## config.mk

```make
export PLATFORM = sky130hd
export DESIGN_NAME = rv32v_vreg_sequencer
export DESIGN_NICKNAME = d
export VERILOG_FILES = /design/src/rtl/rv32v_types_pkg.sv /design/src/rtl/rv32v_wb_offset_fifo.sv /design/src/rtl/rv32v_vreg_sequencer.sv
export SDC_FILE = /design/constraint.sdc
export NUM_CORES = 1
export LEC_CHECK = 0
export ABC_AREA = 1
export CELL_PAD_IN_SITES_DETAIL_PLACEMENT = 1
export CELL_PAD_IN_SITES_GLOBAL_PLACEMENT = 2
export CORE_ASPECT_RATIO = 2
export CORE_MARGIN = 5
export CORE_UTILIZATION = 32
export CTS_CLUSTER_DIAMETER = 80
export DETAILED_ROUTE_END_ITERATION = 8
export PLACE_DENSITY_LB_ADDON = 0.1
export SYNTH_ARGS = -nofsm -noshare
export SYNTH_HDL_FRONTEND = slang
export SYNTH_SLANG_ARGS = --single-unit
```

## constraint.sdc

```tcl
create_clock -name CLK -period 6.7 [get_ports CLK]
set_input_delay 1.34 -clock CLK [delete_from_list [all_inputs] [get_ports CLK]]
set_output_delay 1.34 -clock CLK [all_outputs]
set_load 0.01 [all_outputs]
```

## src/rtl/rv32v_types_pkg.sv

```systemverilog
// Shared vector-unit types: element widths, offsets and the writeback-FIFO entry.
package rv32v_types_pkg;
  localparam int NUM_LANES    = 2;
  localparam int VLMAX        = 32;
  localparam int WB_DEPTH_DEF = 4;
  localparam int VL_WIDTH     = $clog2(VLMAX) + 1;

  typedef logic [VL_WIDTH-1:0] offset_t;

  typedef enum logic [1:0] {SEW8 = 2'd0, SEW16 = 2'd1, SEW32 = 2'd2} sew_t;

  typedef enum logic [1:0] {IDLE = 2'd0, ISSUE = 2'd1, DRAIN = 2'd2} seq_state_t;

  typedef struct packed {
    offset_t               offset;
    logic [NUM_LANES-1:0]  lane_en;
  } wb_entry_t;
endpackage

```

## src/rtl/rv32v_wb_offset_fifo.sv

```systemverilog
// In-flight beat FIFO: remembers each issued beat's offset and lane mask until writeback.
module rv32v_wb_offset_fifo
  import rv32v_types_pkg::*;
#(
  parameter int DEPTH = 4
) (
  input  logic      CLK,
  input  logic      nRST,
  input  logic      i_clear,
  input  logic      i_push,
  input  wb_entry_t i_push_data,
  input  logic      i_pop,
  output logic      o_full,
  output logic      o_empty,
  output logic      o_one,
  output wb_entry_t o_head
);
  localparam int AW = $clog2(DEPTH);

  logic [AW:0] r_wptr, r_rptr;
  wb_entry_t   r_mem [DEPTH];
  logic        w_push, w_pop;

  // Extra pointer MSB distinguishes full from empty when the index bits match.
  assign o_empty = (r_wptr == r_rptr);
  assign o_full  = (r_wptr[AW] != r_rptr[AW]) && (r_wptr[AW-1:0] == r_rptr[AW-1:0]);
  assign o_one   = ((r_wptr - r_rptr) == (AW+1)'(1));
  assign w_push  = i_push & ~o_full;
  assign w_pop   = i_pop & ~o_empty;
  assign o_head  = o_empty ? '0 : r_mem[r_rptr[AW-1:0]];

  always_ff @(posedge CLK or negedge nRST) begin
    if (!nRST) begin
      r_wptr <= '0;
      r_rptr <= '0;
    end else if (i_clear) begin
      r_wptr <= '0;
      r_rptr <= '0;
    end else begin
      if (w_push) r_wptr <= r_wptr + (AW+1)'(1);
      if (w_pop)  r_rptr <= r_rptr + (AW+1)'(1);
    end
  end

  always_ff @(posedge CLK) begin
    if (w_push) r_mem[r_wptr[AW-1:0]] <= i_push_data;
  end
endmodule

```

## src/rtl/rv32v_vreg_sequencer.sv

```systemverilog
// Steps one vector op across the register file NUM_LANES elements per beat and
// pairs in-order execute results with the offsets they were issued at.
module rv32v_vreg_sequencer
  import rv32v_types_pkg::*;
#(
  parameter int WB_DEPTH = WB_DEPTH_DEF
) (
  input  logic                 CLK,
  input  logic                 nRST,
  input  logic                 op_valid,
  output logic                 op_ready,
  input  logic [4:0]           op_vs1,
  input  logic [4:0]           op_vs2,
  input  logic [4:0]           op_vd,
  input  sew_t                 op_sew,
  input  logic [VL_WIDTH-1:0]  op_vl,
  input  logic                 flush,
  output logic                 rd_valid,
  input  logic                 rd_ready,
  output logic [4:0]           vs1,
  output logic [4:0]           vs2,
  output offset_t              vs1_offset,
  output offset_t              vs2_offset,
  output logic [NUM_LANES-1:0] lane_en,
  output sew_t                 sew,
  input  logic                 wb_valid,
  output logic [4:0]           vd,
  output offset_t              vd_offset,
  output logic                 wen,
  output logic [NUM_LANES-1:0] wb_lane_en,
  output logic [VL_WIDTH-1:0]  vl,
  output logic                 done
);
  seq_state_t          r_state, w_state_nxt;
  offset_t             r_elem_idx;
  logic [4:0]          r_vs1, r_vs2, r_vd;
  sew_t                r_sew;
  logic [VL_WIDTH-1:0] r_vl;
  logic                r_done, w_done_nxt;
  logic                w_accept, w_rd_fire, w_last;
  logic                w_full, w_empty, w_one;
  logic [NUM_LANES-1:0] w_lane_en;
  wb_entry_t           w_head;

  for (genvar i = 0; i < NUM_LANES; i++) begin : g_lane
    assign w_lane_en[i] = (r_elem_idx + VL_WIDTH'(i)) < r_vl;
  end

  assign op_ready   = (r_state == IDLE);
  assign w_accept   = op_valid & op_ready & ~flush;
  assign rd_valid   = (r_state == ISSUE) & ~w_full;
  assign w_rd_fire  = rd_valid & rd_ready;
  assign w_last     = (r_elem_idx + VL_WIDTH'(NUM_LANES)) >= r_vl;
  assign wen        = wb_valid & ~w_empty;

  assign vs1        = r_vs1;
  assign vs2        = r_vs2;
  assign vd         = r_vd;
  assign sew        = r_sew;
  assign vl         = r_vl;
  assign vs1_offset = r_elem_idx;
  assign vs2_offset = r_elem_idx;
  assign lane_en    = w_lane_en;
  assign vd_offset  = w_head.offset;
  assign wb_lane_en = w_head.lane_en;
  assign done       = r_done;

  rv32v_wb_offset_fifo #(.DEPTH(WB_DEPTH)) u_fifo (
    .CLK         (CLK),
    .nRST        (nRST),
    .i_clear     (flush),
    .i_push      (w_rd_fire),
    .i_push_data ('{offset: r_elem_idx, lane_en: w_lane_en}),
    .i_pop       (wen),
    .o_full      (w_full),
    .o_empty     (w_empty),
    .o_one       (w_one),
    .o_head      (w_head)
  );

  always_comb begin
    w_state_nxt = r_state;
    w_done_nxt  = 1'b0;
    case (r_state)
      IDLE:  if (w_accept) begin
               if (op_vl != '0) w_state_nxt = ISSUE;
               else             w_done_nxt  = 1'b1;
             end
      ISSUE: if (w_rd_fire && w_last) w_state_nxt = DRAIN;
      // No pushes happen in DRAIN, so popping the sole entry empties the FIFO.
      DRAIN: if (wen && w_one) begin
               w_state_nxt = IDLE;
               w_done_nxt  = 1'b1;
             end
      default: w_state_nxt = IDLE;
    endcase
    if (flush) begin
      w_state_nxt = IDLE;
      w_done_nxt  = 1'b0;
    end
  end

  always_ff @(posedge CLK or negedge nRST) begin
    if (!nRST) begin
      r_state    <= IDLE;
      r_done     <= 1'b0;
      r_elem_idx <= '0;
      r_vs1      <= '0;
      r_vs2      <= '0;
      r_vd       <= '0;
      r_sew      <= SEW8;
      r_vl       <= '0;
    end else begin
      r_state <= w_state_nxt;
      r_done  <= w_done_nxt;
      if (flush || w_accept) r_elem_idx <= '0;
      else if (w_rd_fire)    r_elem_idx <= r_elem_idx + VL_WIDTH'(NUM_LANES);
      if (w_accept) begin
        r_vs1 <= op_vs1;
        r_vs2 <= op_vs2;
        r_vd  <= op_vd;
        r_sew <= op_sew;
        r_vl  <= op_vl;
      end
    end
  end
endmodule
```

* Yosys cells after proc, flatten, opt, wreduce, memory -nomap -nowiden *
Memory sizes are Yosys's and may differ from the RTL's.
Index checks and enable logic that the tools add are counted.

cells by class
  add/sub/neg operators = 5
  $lt $le $gt $ge = 3
  eq/ne operators = 10
  muxes and demuxes = 20
  bitwise logic cells = 10
  reduce and logical (&&, ||, !) cells = 10

operator list
  cell                                           count
  < comparator 6 bit                             2
  two-way mux 3 bit                              4
  two-way mux 6 bit                              2
  two-way mux 2 bit                              5
  two-way mux 8 bit                              1
  bitwise AND 1 bit                              7
  adder 3 x 1 -> 3 bit, second input constant    2
  adder 6 x 1 -> 6 bit, second input constant    1
  adder 6 x 2 -> 6 bit, second input constant    1
  greater-or-equal comparator 6 bit              1
  two-way mux 1 bit                              6
  != test 3 x 1 -> 1 bit, second input constant  2
  case mux 2 bit (3 select lines)                1
  nonzero test 2 bit                             3
  nonzero test 6 bit                             1
  AND reduction 4 bit                            1
  == test 3 x 1 -> 1 bit, second input constant  1
  == test 3 bit                                  1
  logical AND 1 bit                              3
  != test 3 x 2 -> 1 bit, second input constant  1
  != test 3 bit, second input constant           1
  inverter 1 bit                                 3
  subtractor 3 bit                               1
  == test 2 x 1 -> 1 bit, second input constant  1
  6 further kinds                                6

word-level totals
  register bits = 38
  RAM bits = 32
  input port bits = 29
  output and inout bits = 49
  logic and storage cells = 69
  memories kept = 1

memories
  memory        depth  bits a word  rd ports  clocked after memory_dff  wr ports  line                        text
  u_fifo.r_mem  4      8            1         0                         1         rv32v_wb_offset_fifo.sv:21  wb_entry_t r_mem [DEPTH];

* Logic depth before layout (Yosys ltp) *
Gate-level depths: netlist of run 1.

  depth in word-level cells = 9
  gate-level depth with buffers = 13
  gate-level depth less buffers = 13

* Hierarchy *
From an unflattened synthesis of run 1, not the netlist that was laid out.

second synthesis, totals
  cell total of the unflattened synthesis = 380
  area, all modules = 3490.8 um^2

modules (own cells, without submodules)
  module                instances  cells each  area each (um^2)  sequential area each (um^2)
  rv32v_wb_offset_fifo  1          165         1769.2            1111.1
  rv32v_vreg_sequencer  1          215         1721.7            775.7

* Least setup slack after synthesis of run 1 *
Ideal clock, no wire load.

  path type = reg2out
  from = register u_fifo.r_rptr[1]
  to = output port vd_offset[1]
  data arrival time = 1.535 ns
  data required time = 5.360 ns
  slack = 3.825 ns
  cell stages (with the launch flop) = 7
  path buffers = 1
  path through = dfrtp_1 -> buf_2 -> clkinv_1 -> ha_1 -> nand2_1 -> nor2_1 -> a21oi_1

between the ends
  cells in the longest elaborated chain, start to end = 2
  elaborated cells between the ends (all ways) = 3
  those cells by class = eq/ne (1); mux (1); memory (1)

ends and longest elaborated chain
  item                                                 line                        text
  start: declaration                                   rv32v_wb_offset_fifo.sv:20  logic [AW:0] r_wptr, r_rptr;
  start signal: assignment                             rv32v_wb_offset_fifo.sv:41  if (w_pop) r_rptr <= r_rptr + (AW+1)'(1);
  memory (4 x 8 bit) or == test 3 bit (tied branches)  --
  two-way mux 8 bit *                                  rv32v_wb_offset_fifo.sv:30  assign o_head = o_empty ? '0 : r_mem[r_rptr[AW-1:0]];
  end: declaration                                     rv32v_vreg_sequencer.sv:28  output offset_t vd_offset,

Mark *: on every way between the ends. The rest lies on a longest branch, timed or not.

* Worst setup path after layout of run 1 *
  from = register u_fifo.r_rptr[1]
  to = output port vd_offset[2]

Same word-level chain as after synthesis.

==> results of run 1 <==
## synth_stat cells
| master | number | area, um2 |
|---|---|---|
| o21ai_0 | 29 | 145.1 |
| nand3b_1 | 1 | 7.510 |
| inv_1 | 33 | 123.9 |
| buf_4 | 9 | 67.56 |
| clkbuf_1 | 2 | 7.510 |
| nand2_1 | 91 | 341.6 |
| nor2_4 | 3 | 33.78 |
| ha_1 | 21 | 262.8 |
| buf_2 | 4 | 20.02 |
| nand2_2 | 3 | 18.77 |
| dfrtp_1 | 37 | 925.9 |
| a21oi_1 | 13 | 65.06 |
| fa_1 | 1 | 20.02 |
| conb_1 | 1 | 3.750 |
| nand3_4 | 1 | 17.52 |
| o21ai_2 | 1 | 8.760 |
| inv_2 | 3 | 11.26 |
| nor2_1 | 46 | 172.7 |
| clkinv_1 | 1 | 3.750 |
| o21ai_1 | 3 | 15.01 |
| buf_6 | 2 | 22.52 |
| nor3_1 | 2 | 10.01 |
| nand3_1 | 14 | 70.07 |
| nand4_1 | 1 | 6.260 |
| nor2_2 | 1 | 6.260 |
| o22ai_1 | 1 | 6.260 |
| edfxtp_1 | 28 | 840.8 |
| xor2_1 | 3 | 26.28 |
| nor3_2 | 1 | 10.01 |
| a211oi_1 | 1 | 7.510 |
## flip-flops by register name, indices dropped and copies added (netlist names)
register / count
u_fifo.r_mem: 28
vl: 6
vd: 5
vs1: 5
vs1_offset: 5
vs2: 5
u_fifo.r_rptr: 3
u_fifo.r_wptr: 3
r_state: 2
sew: 2
done: 1
## critical path, cell delays in order (launching register included)
cell,delay (ps)
dfrtp_1,580
clkinv_1,370
ha_1,390
nand2_1,100
nor2_1,550
a21oi_1,100
clkdlybuf4s50_1,510
## power groups by stage
stage	Sequential, mW	Combinational [mW]	Clock [mW]
6_report	0.549	0.559	0.493
5_1_grt	0.562	0.633	0.527
4_1_cts	0.552	0.579	0.506
3_5_place_dp	0.557	0.573	0
3_3_place_gp	0.555	0.564	0
2_1_floorplan	0.561	0.276	0
## cells by family after synthesis
logic type / after synthesis / share of synthesized area
compound gates: 48 / 0.07557
xor+xnor: 3 / 0.008017
fa+ha+maj: 22 / 0.08626
buf+inv: 54 / 0.07824
flops: 65 / 0.5389
other cells: 1 / 0.001144
simple gates: 164 / 0.2118
## per-stage QoR
step	hold WS (ps)	area (um2)	instances
after floorplan	508.5	3286	359
after global placement	454.2	4073	551
after detailed placement	464.0	4073	551
after CTS	480.1	4393	567
after global routing	496.0	4393	567
final	470.2	4393	567
## per-layer routing
layer,wire length [um],vias up,GRT usage
li1,-,1280,-
met1,2993,1237,0.1398
met2,4929,57,0.2903
met3,397,13,0.03887
met4,186,0,0.06498
met5,0,-,0
## worst paths after layout
path	end	slack (ps)	cells after the start
min in group asynchronous	vd[2]	1140	1
worst min register to register	vd[0]	470	2
worst max-delay path	vd_offset[2]	2450	6
max in group asynchronous	vs1[1]	4990	1
worst max register to register	u_fifo.r_mem[3][6]	3840	7
worst min-delay path	vd[0]	470	2
## area by class of cell
cell class                      count  area [um2]  area share
Inverter                           37       138.9     0.03161
Clock buffer                       14       285.3     0.06494
Multi-Input combinational cell    240        1262      0.2874
Tap cell                          135       168.9     0.03845
Clock inverter                      2       35.03    0.007975
Timing Repair Buffer               74       735.7      0.1675
Sequential cell                    65        1767      0.4022
## placed cells by master, fill, tap and decap left out
| cell | Yosys | final |
|---|---|---|
| nand2_1 | 91 | 91 |
| clkdlybuf4s50_1 | 0 | 73 |
| nor2_1 | 46 | 46 |
| dfrtp_1 | 37 | 37 |
| inv_1 | 33 | 33 |
| o21ai_0 | 29 | 29 |
| edfxtp_1 | 28 | 28 |
| ha_1 | 21 | 21 |
| nand3_1 | 14 | 14 |
| a21oi_1 | 13 | 13 |
| clkbuf_16 | 0 | 10 |
| inv_2 | 3 | 3 |
| nand2_2 | 3 | 3 |
| nor2_4 | 3 | 3 |
| xor2_1 | 3 | 3 |
| o21ai_1 | 3 | 3 |
| conb_1 | 1 | 3 |
| nor3_1 | 2 | 2 |
| clkbuf_8 | 0 | 2 |
| clkbuf_1 | 2 | 2 |
| clkinv_1 | 1 | 1 |
| nor2_2 | 1 | 1 |
| nand3_4 | 1 | 1 |
| o21ai_2 | 1 | 1 |
| nand3b_1 | 1 | 1 |
| o22ai_1 | 1 | 1 |
| a211oi_1 | 1 | 1 |
| nand4_1 | 1 | 1 |
| nor3_2 | 1 | 1 |
| fa_1 | 1 | 1 |
| clkinv_2 | 0 | 1 |
| bufinv_16 | 0 | 1 |
| buf_2 | 4 | 1 |
==> impl_metrics.tcl, run 1 <==
set metrics [dict create \
    power_frac_clock 0.308 \
    synthCells 357 \
    hpwl_um 6478 \
    drc_errors 0 \
    post_cts_buffers 0 \
    pre_cts_slack_ps 2726 \
    cts_root_buf "clkbuf_16" \
    fin_crit_sh 0.6349 \
    slew_viol_final 0 \
    fin_tns_setup_ps 0 \
    drive_above_1_share 0.06481 \
    startpoint_type "register" \
    crit_type "register to output port" \
    combPwrFrac 0.349 \
    via_per_inst 4.563 \
    area_delta_synth_final_pct 34.01 \
    setup_viol 0 \
    p_leak_nw 1.959 \
    ios 78 \
    setup_ws_ps 2446 \
    nFillCells 1178 \
    ys_ff_latch 65 \
    power_mw 1.601 \
    track_usage 0.1503 \
    intPower_mw 1.086 \
    clkSlewWorstSetupHoldPaths_ps 50 \
    antenna_found_initial 0 \
    synthDistinctLibCells 30 \
    grt_overflow_total 0 \
    relSlewSlack 0.3985 \
    start_util 0.3251 \
    first_global_vias 2864 \
    nNetsFinal 478 \
    yosysWarnings 0 \
    via_count 2587 \
    post_cts_resized 0 \
    cp-startpoint "u_fifo.r_rptr[1]" \
    fin_worst_skew_ps 4.323 \
    h-tree-depth 3 \
    finalHoldViolCount 0 \
    p_sw_uw 515.5 \
    syn_avg_cell_area_um2 9.182 \
    ctsHoldBuffers 0 \
    worstHoldStart "vd[0]" \
    status "finished, final reports clean" \
    numCtsBuffers 9 \
    die_h_um 153.1 \
    ys_seq_area_frac 0.5389 \
    grt_pass1_wl_um 14080 \
    clockBufferDepth 2 \
    rsz0062_at_grt "false" \
    ant_nets 0 \
    critPathMaxFanout 10 \
    cts.sinks 65 \
    end_kind "output port" \
    sequentialPowerShare 0.343 \
    die-area_um2 12490 \
    syn-cell-area_um2 3278 \
    arrival_ps 2910 \
    grt_max_degree 38 \
    firstDrtPassIters 3 \
    p_sw_frac 0.3219 \
    detail_route.wl_per_cell_um 15.00 \
    finish.utilization 0.4356 \
    core_area_um2 10080 \
    routabilityCongestion 0.7342 \
    fin_crit_ps 4254 \
    antenna_cells 0 \
    worst_slew_pin_slew_ps 902.3 \
    finalWirelength_um 8507 \
    hold_path_class "register to register" \
    die_width_um 81.57 \
    portBuffers 74 \
    cts_tree "done" \
    cp_data_required_time_ps 5360 \
    drv_cap 0 \
    reg2reg_from "u_fifo.r_rptr[1]" \
    ir_drop_mv 0.1437 \
    fmax_ghz 0.2351 \
    drt_first_iter_violations 88 \
    powerDensity_nw_per_um2 364.5 \
    insertion_delay_ps 330 \
    num_rows 52 \
]
Note: power is estimated with default switching activity, not from simulation.
==> run 2, diff against run 1 <==
--- a/config.mk
+++ b/config.mk
@@ -10,7 +10,7 @@
 export CELL_PAD_IN_SITES_GLOBAL_PLACEMENT = 2
 export CORE_ASPECT_RATIO = 2
 export CORE_MARGIN = 5
-export CORE_UTILIZATION = 32
+export CORE_UTILIZATION = 30
 export CTS_CLUSTER_DIAMETER = 80
 export DETAILED_ROUTE_END_ITERATION = 8
 export PLACE_DENSITY_LB_ADDON = 0.1
==> constraint.sdc (replaced) <==
create_clock -name CLK -period 4.2 [get_ports CLK]
set_input_delay 0.84 -clock CLK [delete_from_list [all_inputs] [get_ports CLK]]
set_output_delay 0.84 -clock CLK [all_outputs]
set_load 0.01 [all_outputs]
==> impl_metrics.tcl, run 2 (synthesized netlist as in run 1, its figures left out) <==
set metrics [dict create \
    h-tree-depth 3 \
    drt_first_iter_violations 73 \
    finalHoldViolCount 0 \
    via_count 2598 \
    end_kind "output port" \
    clockBufferDepth 2 \
    nNetsFinal 479 \
    ir_drop_mv 0.2378 \
    ctsHoldBuffers 0 \
    status "finished, final reports clean" \
    fin_tns_setup_ps 0 \
    via_per_inst 4.534 \
    worst_slew_pin_slew_ps 891.2 \
    detail_route.wl_per_cell_um 15.47 \
    relSlewSlack 0.4059 \
    num_rows 54 \
    cp_cell_sequence "clkinv_1 > ha_1 > nand2_1 > nor2_1 > a21oi_1 > clkdlybuf4s50_1" \
    drive_above_1_share 0.07159 \
    numCtsBuffers 9 \
    grt_pass1_wl_um 14440 \
    post_cts_buffers 0 \
    clkSlewWorstSetupHoldPaths_ps 60 \
    hpwl_um 6857 \
    crit_type "register to output port" \
    cts_root_buf "clkbuf_16" \
    hold_path_class "register to register" \
    hold_ws_ps 469.8 \
    antenna_found_initial 0 \
    slew_viol_final 0 \
    track_usage 0.1419 \
    finish.utilization 0.4104 \
    layout_commonest_cell "nand2_1" \
    grt_overflow_total 0 \
    insertion_delay_ps 330 \
    largest_reg_flops 28 \
    die_h_um 157.8 \
    core_area_um2 10810 \
    fin_worst_skew_ps 4.651 \
    startpoint_type "register" \
    most-common-layout-cells "91 x nand2_1, 73 x clkdlybuf4s50_1, 46 x nor2_1" \
    antenna_cells 0 \
    fmax_ghz 0.2727 \
    portBuffers 74 \
    finalWirelength_um 8863 \
    cts_tree "done" \
    drv_cap 0 \
    drc_errors 0 \
    max_stage_delay_ps 560 \
    fin_crit_ps 3667 \
    start_util 0.3032 \
    arrival_ps 2830 \
    rsz0062_at_grt "false" \
    die_width_um 83.92 \
    cp_data_required_time_ps 3360 \
    area_delta_synth_final_pct 35.34 \
    firstDrtPassIters 4 \
    cts.sinks 65 \
    first_global_vias 2935 \
    ant_nets 0 \
    power_mw 2.660 \
    slowest_stage "dfrtp_1" \
    post_cts_resized 0 \
    setup_viol 0 \
    die-area_um2 13240 \
    ios 78 \
    p_leak_nw 1.978 \
    routabilityCongestion 0.7340 \
    critPathMaxFanout 10 \
    powerDensity_nw_per_um2 599.4 \
    fin_crit_sh 0.8730 \
    grt_max_degree 38 \
]
[run 2: changes by cell type in the layout (fill, tap and decap cells not counted), sizes merged]
cell | previous run | this run
clkbuf | 14 | 9
inv | 36 | 39
bufinv | 1 | 3
buf | 1 | 2
[run 2: per-stage QoR]
step           setup WS, ps  instance area [um2]  instances
2_1_floorplan          1825                 3286        359
3_3_place_gp          870.6                 4086        557
3_5_place_dp          814.1                 4086        557
4_1_cts               445.7                 4437        573
5_1_grt               326.9                 4437        573
6_report              533.5                 4437        573
[run 2: critical path: cells and delay by family, from the launching register on]
| kind | cells | cell delay, ps |
|---|---|---|
| adder cells (fa/ha/maj) | 1 | 390 |
| AND/OR/NAND/NOR | 2 | 550 |
| flip-flops | 1 | 560 |
| AO/OA/AOI/OAI | 1 | 100 |
| buffers and inverters | 2 | 880 |
[run 2: where the power goes]
part	total [mW]	switching, mW	internal, mW
sequential	0.877	0.0943	0.783
clock	0.882	0.295	0.587
combinational	0.900	0.474	0.426
total	2.66	0.864	1.80
[run 2: area by class of cell]
class | count | area (um2)
multi-input combinational | 240 | 1262
inverter | 37 | 138.9
fill | 1253 | 6374
tap | 140 | 175.2
clock inverter | 7 | 125.1
sequential | 65 | 1767
clock buffer | 9 | 225.2
timing repair buffer | 75 | 743.2
[run 2: path summary, 6_finish.rpt]
kind / to / slack (ps) / cells after the start / from
max reg2reg: u_fifo.r_mem[1][5] / 1440 / 7 / u_fifo.r_rptr[1]
min: vs1[2] / 470 / 2 / vs1[2]
min reg2reg: vs1[2] / 470 / 2 / vs1[2]
min in group asynchronous: done / 630 / 1 / nRST
max in group asynchronous: vs1_offset[3] / 3000 / 1 / nRST
max: wb_lane_en[1] / 530 / 6 / u_fifo.r_rptr[1]
[run 2: per-layer routing]
layer | vias to the layer above | wire length [um] | global-route usage
met2 | 57 | 5279 | 0.2936
met5 | - | 0 | 0
met3 | 13 | 370 | 0.03438
li1 | 1279 | - | -
met1 | 1249 | 3017 | 0.1255
met4 | 0 | 195 | 0.06135
